**src/rtl/multicycle_control.sv**
```systemverilog
// Multicycle RV32I control FSM: FETCH/DECODE/EXEC/MEM/WB/TRAP with memory-ack timeout.
// Define CTRL_ILLEGAL_TRAP_EN to trap on illegal opcodes; otherwise they retire as NOPs.
module multicycle_control #(
    parameter int ACK_TIMEOUT = 16,
    parameter int CNT_W       = 32
) (
    input  logic             clk,
    input  logic             rst_n,
    input  logic [31:0]      mem_rdata,
    input  logic             mem_ack,
    input  logic             breq,
    input  logic             brlt,
    output logic             mem_req,
    output logic             mem_we,
    output logic             addr_sel,
    output logic [31:0]      ir,
    output logic             ir_wen,
    output logic             pc_wen,
    output logic             pc_sel,
    output logic [2:0]       wb_sel,
    output logic [2:0]       imm_op,
    output logic [3:0]       alu_op,
    output logic             rf_wen,
    output logic             brun,
    output logic             alua_sel,
    output logic             alub_sel,
    output logic [CNT_W-1:0] instret,
    output logic             trap,
    output logic             bus_err
);
    typedef enum logic [2:0] {
        S_FETCH, S_DECODE, S_EXEC, S_MEM, S_WB, S_TRAP
    } state_t;

    localparam int WW = (ACK_TIMEOUT > 1) ? $clog2(ACK_TIMEOUT + 1) : 1;
    localparam logic [WW-1:0] TMO_LAST = WW'((ACK_TIMEOUT > 0) ? ACK_TIMEOUT - 1 : 0);

    localparam logic [6:0] OP_R     = 7'b0110011;
    localparam logic [6:0] OP_I     = 7'b0010011;
    localparam logic [6:0] OP_LOAD  = 7'b0000011;
    localparam logic [6:0] OP_JALR  = 7'b1100111;
    localparam logic [6:0] OP_STORE = 7'b0100011;
    localparam logic [6:0] OP_BR    = 7'b1100011;
    localparam logic [6:0] OP_LUI   = 7'b0110111;
    localparam logic [6:0] OP_AUIPC = 7'b0010111;
    localparam logic [6:0] OP_JAL   = 7'b1101111;

    state_t            r_state;
    logic [31:0]       r_ir;
    logic [CNT_W-1:0]  r_instret;
    logic              r_bus_err;
    logic [WW-1:0]     r_wait;
    logic              r_br_taken;

    // Decode is driven straight off the instruction register, so it holds
    // steady from DECODE until the next fetch overwrites ir.
    logic [6:0] w_opc;
    logic [2:0] w_f3;
    logic       w_f7_alt;
    logic       w_is_r, w_is_i, w_is_ld, w_is_jalr, w_is_st, w_is_br;
    logic       w_is_lui, w_is_auipc, w_is_jal, w_legal;
    logic       w_taken, w_tmo;
    logic       w_in_fetch, w_in_mem, w_in_wb;

    assign w_opc      = r_ir[6:0];
    assign w_f3       = r_ir[14:12];
    assign w_f7_alt   = (r_ir[31:25] == 7'b0100000);
    assign w_is_r     = (w_opc == OP_R);
    assign w_is_i     = (w_opc == OP_I);
    assign w_is_ld    = (w_opc == OP_LOAD);
    assign w_is_jalr  = (w_opc == OP_JALR);
    assign w_is_st    = (w_opc == OP_STORE);
    assign w_is_br    = (w_opc == OP_BR);
    assign w_is_lui   = (w_opc == OP_LUI);
    assign w_is_auipc = (w_opc == OP_AUIPC);
    assign w_is_jal   = (w_opc == OP_JAL);
    assign w_legal    = w_is_r | w_is_i | w_is_ld | w_is_jalr | w_is_st | w_is_br |
                        w_is_lui | w_is_auipc | w_is_jal;

    always_comb begin
        alu_op = 4'd0;
        if (w_is_r || w_is_i) begin
            case (w_f3)
                3'b000:  alu_op = (w_is_r && w_f7_alt) ? 4'd1 : 4'd0;
                3'b001:  alu_op = 4'd5;
                3'b100:  alu_op = 4'd4;
                3'b101:  alu_op = w_f7_alt ? 4'd7 : 4'd6;
                3'b110:  alu_op = 4'd3;
                3'b111:  alu_op = 4'd2;
                default: alu_op = 4'd0;
            endcase
        end
    end

    always_comb begin
        imm_op = 3'd0;
        if (w_is_i || w_is_ld || w_is_jalr) imm_op = 3'd1;
        else if (w_is_st)                   imm_op = 3'd2;
        else if (w_is_br)                   imm_op = 3'd3;
        else if (w_is_lui || w_is_auipc)    imm_op = 3'd4;
        else if (w_is_jal)                  imm_op = 3'd5;
    end

    always_comb begin
        wb_sel = 3'd1;
        if (w_is_jal || w_is_jalr)                                wb_sel = 3'd0;
        else if (w_is_ld)                                         wb_sel = 3'd2;
        else if (w_is_lui)                                        wb_sel = 3'd3;
        else if ((w_is_r || w_is_i) && (w_f3[2:1] == 2'b01))      wb_sel = 3'd4;
    end

    always_comb begin
        w_taken = 1'b0;
        case (w_f3)
            3'b000:  w_taken = breq;
            3'b001:  w_taken = ~breq;
            3'b100,
            3'b110:  w_taken = brlt;
            3'b101,
            3'b111:  w_taken = ~brlt;
            default: w_taken = 1'b0;
        endcase
    end

    assign brun     = ((w_is_r || w_is_i) && (w_f3 == 3'b011)) ||
                      (w_is_br && (w_f3[2:1] == 2'b11));
    assign alua_sel = w_is_r | w_is_i | w_is_ld | w_is_st | w_is_jalr;
    assign alub_sel = w_is_r;
    assign w_tmo    = (ACK_TIMEOUT != 0) && (r_wait == TMO_LAST);

    always_ff @(posedge clk or negedge rst_n) begin
        if (!rst_n) begin
            r_state    <= S_FETCH;
            r_ir       <= '0;
            r_instret  <= '0;
            r_bus_err  <= 1'b0;
            r_wait     <= '0;
            r_br_taken <= 1'b0;
        end else begin
            case (r_state)
                S_FETCH: begin
                    if (mem_ack) begin
                        r_ir    <= mem_rdata;
                        r_wait  <= '0;
                        r_state <= S_DECODE;
                    end else if (w_tmo) begin
                        r_wait    <= '0;
                        r_bus_err <= 1'b1;
                        r_state   <= S_TRAP;
                    end else if (ACK_TIMEOUT != 0) begin
                        r_wait <= r_wait + WW'(1);
                    end
                end
                S_DECODE: begin
`ifdef CTRL_ILLEGAL_TRAP_EN
                    r_state <= w_legal ? S_EXEC : S_TRAP;
`else
                    r_state <= S_EXEC;
`endif
                end
                S_EXEC: begin
                    r_br_taken <= w_taken;
                    r_state    <= (w_is_ld || w_is_st) ? S_MEM : S_WB;
                end
                S_MEM: begin
                    if (mem_ack) begin
                        r_wait <= '0;
                        if (w_is_st) begin
                            r_instret <= r_instret + CNT_W'(1);
                            r_state   <= S_FETCH;
                        end else begin
                            r_state <= S_WB;
                        end
                    end else if (w_tmo) begin
                        r_wait    <= '0;
                        r_bus_err <= 1'b1;
                        r_state   <= S_TRAP;
                    end else if (ACK_TIMEOUT != 0) begin
                        r_wait <= r_wait + WW'(1);
                    end
                end
                S_WB: begin
                    r_instret <= r_instret + CNT_W'(1);
                    r_state   <= S_FETCH;
                end
                default: r_state <= S_TRAP;
            endcase
        end
    end

    // Enables are gated by rst_n so an in-flight request drops the moment reset asserts.
    assign w_in_fetch = rst_n && (r_state == S_FETCH);
    assign w_in_mem   = rst_n && (r_state == S_MEM);
    assign w_in_wb    = rst_n && (r_state == S_WB);

    assign mem_req  = w_in_fetch | w_in_mem;
    assign mem_we   = w_in_mem & w_is_st;
    assign addr_sel = w_in_mem;
    assign ir_wen   = w_in_fetch & mem_ack;
    assign pc_wen   = w_in_wb | (w_in_mem & mem_ack & w_is_st);
    assign rf_wen   = w_in_wb & w_legal & ~w_is_br;
    assign pc_sel   = w_is_jal | w_is_jalr | (w_is_br & r_br_taken);
    assign ir       = r_ir;
    assign instret  = r_instret;
    assign trap     = (r_state == S_TRAP);
    assign bus_err  = r_bus_err;

endmodule

```
**config.mk**
```make
export PLATFORM = sky130hd
export DESIGN_NAME = multicycle_control
export DESIGN_NICKNAME = d
export VERILOG_FILES = /design/src/rtl/multicycle_control.sv
export SDC_FILE = /design/constraint.sdc
export NUM_CORES = 1
export LEC_CHECK = 0
export BUFFER_PORTS_ARGS = -buffer_cell sky130_fd_sc_hd__buf_2
export CAP_MARGIN = 20
export CORE_MARGIN = 2
export CORE_UTILIZATION = 40
export DETAILED_ROUTE_END_ITERATION = 10
export PLACE_DENSITY_LB_ADDON = 0.15
export SLEW_MARGIN = 15
export SYNTH_ARGS = -nofsm -noshare
export SYNTH_HDL_FRONTEND = slang
export SYNTH_SLANG_ARGS = --single-unit
```
**constraint.sdc**
```tcl
create_clock -name clk -period 1.85 [get_ports clk]
set_input_delay 0.0925 -clock clk [delete_from_list [all_inputs] [get_ports clk]]
set_output_delay 0.0925 -clock clk [all_outputs]
set_load 0.01 [all_outputs]
```
==> impl_metrics.toml <==
[status]
outcome = "finished, violations left"
violated_checks = "setup timing"

[timing]
timing.slew.headroom_pct = 65.41
setup_slack_ps = -83.98
timing.final.max_slew_violations = 0
final-setup-viol-count = 13
final_period_minus_worst_setup_slack_ps = 1934
rsz_0062_raised_after_global_routing = "true"
max_freq_ghz = 0.5171
skew_ps = 15.80
timing_hold_violations_final = 0
hold_ws_ps = 182.5
worstMarginPinSlew_ps = 518.9
finalCritPeriodShare_pct = 104.5

[logic_synthesis]
yosys_warnings = 0
synth_seq_area_share_pct = 51.12
netlist-cell-type-count = 47
synth_ff_type = "dfrtp_1"
postSynth.asyncResetShare_pct = 100.0
netlist.top_cell.by_area = "dfrtp_1"
yosys.area.top_type_share_pct = 51.12
synth_area_per_cell_sq_um = 10.75
mappedNetlistArea_sq_mm = 0.003622
ys_ff_latch = 74
synth.top_cells.by_area = "dfrtp_1, mux2_2, xor2_1"
synth_top_cells_by_count = "dfrtp_1, nand2_1, mux2_2"
postSynthNetCount = 376
most_common_cell_in_the_synthesized_netlist = "dfrtp_1"
postSynthCellCount = 337
synth-edff-count = 0

[placed_design]
place.port_buffers = 121
gp_congestion = 0.8620
dp_cells = 576
instance_area_at_placement_sq_mm = 0.004554
detailed_place_hpwl_microns = 6272
dp_worst_setup_slack_ps = -316.6

[critical_path]
critical_path_class = "reg2reg"
timing.critical_path.fanout_max = 4
worst_ep_required_time_ps = 2080
master_of_the_slowest_instance_on_the_critical_path = "o41ai_4"
cp_cell_sequence = "nand4bb_4 > o41ai_4 > buf_4 > buf_6 > nand4b_1 > buf_4 > xnor2_1"
worst_path_dominant_cell_family = "buffers and inverters"
worst_ep_arrival_time_ps = 2160
critical-path-max-stage-delay_ps = 390
worstSetupEndpointType = "register"
cpMostUsedCell = "buf_4"
worstSetupStartpointType = "register"
timing.critical_path.buf_inv = 3

[power_and_ir_drop]
p_per_area_mw_per_mm2 = 1334
power.combinational.fraction_pct = 48.5
leakage_nw = 2.796
peakVddDrop_uv = 561.0
power.switching_mw = 2.751
power.internal_mw = 4.594
pwr-share-clk_pct = 17.3
p_seq_share_pct = 34.1
power_switching_share_pct = 37.45

[clocking]
cts_buffer_depth = 2
cts_tree = "yes"
h-tree-depth = 3
number_of_cts_inserted_buffers = 9
cts.reportedPaths.clkPinSlew_ps = 80
clock_sink_count = 74
clock_insertion_delay_worst_skew_ps = 350
ctsRootBufferMaster = "clkbuf_8"

[routing]
drt_iter0_drc = 110
detail-route-antenna-nets = 0
wl_per_cell_microns = 14.98
wl_microns = 9708
route.detailed.vias_per_inst = 5.091
drt-pass1-iter-count = 4
remaining_drc_errors = 0
route.vias.total = 3299

[final_layout]
final_cell_area_sq_mm = 0.005505
drive_above_1_share_pct = 47.96
diodes = 0
final.fill_count = 696
areaGrowthSynthToFinish_pct = 51.99
num-nets-final = 574
final_core_util_pct = 62.82
post_layout_nonfiller_instances = 648

[min_path]
timing.hold.worst.class = "in2async"

[die]
die_area_sq_mm = 0.009833
boundaryPins = 123
floorplan.rows = 34
design.core.area_sq_mm = 0.008763
initial_core_util_pct = 41.33
die_h_microns = 99.16
floorplan.die.width_microns = 99.16

[run]
max_capacitance_violation_total = 0

[grt]
initial_antenna_violation_count = 0
globalRouteTotalUtil_pct = 19.32
grt_first_pass_wirelength_microns = 15410
first_global_vias = 3222
grt_start_max_net_pins = 41
globalRouteOverflowTotal = 0
==> timing repair <==
item	CTS	global route
pin swaps	7	11
setup buffers	10	11
setup endpoints to repair	38	32
hold buffers	33	0
gates cloned	1	1
hold endpoints to repair	66	0
resized for setup	26	27
==> worst register-to-register path: stages (launching register included) <==
cell       delay [ps]
dfrtp_1           380
nand4bb_4         260
o41ai_4           390
buf_4             180
buf_6             100
nand4b_1          200
buf_4             200
xnor2_1           110
==> power by group through the flow <==
stage / Combinational (mW) / Clock [mW] / Sequential [mW]
global route: 3.87 / 1.39 / 2.59
detailed placement: 2.86 / 0 / 2.51
finish: 3.56 / 1.27 / 2.51
global placement: 2.84 / 0 / 2.50
CTS: 3.29 / 1.32 / 2.50
floorplan: 1.56 / 0 / 2.70
==> per-stage QoR <==
step | setup TNS (ps) | total power [mW]
3_5_place_dp | -6382 | 5.377
6_report | -425.9 | 7.345
5_1_grt | -2602 | 7.842
3_3_place_gp | -4305 | 5.339
4_1_cts | -88.39 | 7.102
2_1_floorplan | -833.2 | 4.260
==> area by class of cell <==
cell class / instances / area [sq um] / area share, %
clock buffers: 10 / 137.6 / 2.500
clock inverters: 6 / 65.06 / 1.182
inverters: 6 / 22.52 / 0.4091
multi-input cells: 240 / 1908 / 34.66
flip-flops and latches: 74 / 1852 / 33.64
well taps: 108 / 135.1 / 2.455
repair buffers: 204 / 1385 / 25.16
==> sequential cells by signal, indices dropped and copies added (netlist names) <==
signal      count
bus_err         1
instret        32
ir             32
r_br_taken      1
r_state         3
r_wait          5
==> kinds of logic after synthesis <==
group | synth area share [%]
simple gates | 20.69
flops | 51.12
compound gates | 7.116
xor+xnor | 8.221
mux | 9.326
buf+inv | 2.729
fa+ha+maj | 0.6907
other cells | 0.1035
==> final timing paths <==
check	startpoint	to	slack, ps	cells after the start
worst max register to register	ir[2]$_DFFE_PN0P_	instret[12]$_DFFE_PN0P_	-80	7
worst max-delay path	ir[2]$_DFFE_PN0P_	instret[12]$_DFFE_PN0P_	-80	7
worst min register to register	bus_err$_DFFE_PN0P_	bus_err$_DFFE_PN0P_	460	1
max in group asynchronous	rst_n	instret[1]$_DFFE_PN0P_	560	4
worst min-delay path	rst_n	ir[6]$_DFFE_PN0P_	180	2
min in group clk	brlt	r_br_taken$_DFFE_PN0P_	200	4
==> metal layers <==
layer | up-vias | routed length [microns] | track usage, %
met4 | 0 | 123 | 6.112
met1 | 1601 | 4455 | 27.25
met3 | 12 | 530 | 3.725
met5 | - | 0 | 0
met2 | 109 | 4598 | 30.30
li1 | 1577 | - | -
==> cell usage in the layout, fill, tap and decap left out, drive strengths merged, types with 3 or more instances in the layout <==
| cell type | Yosys | final |
|---|---|---|
| o21ai | 13 | 13 |
| nand3 | 11 | 11 |
| buf | 6 | 170 |
| o21a | 4 | 4 |
| nand4 | 8 | 8 |
| nor2 | 23 | 23 |
| nand2b | 3 | 3 |
| and3 | 3 | 3 |
| a21oi | 8 | 8 |
| clkbuf | 11 | 10 |
| nor3b | 3 | 3 |
| dfrtp | 74 | 74 |
| nor3 | 19 | 19 |
| xnor2 | 13 | 13 |
| nand2 | 36 | 36 |
| nor2b | 5 | 5 |
| clkinv | 0 | 3 |
| and2 | 4 | 4 |
| inv | 6 | 7 |
| a31oi | 3 | 3 |
| xor2 | 21 | 21 |
| mux2 | 30 | 30 |
| dlygate4sd3 | 0 | 33 |
| nor4 | 7 | 7 |
Power figures use the tool's default switching activity.
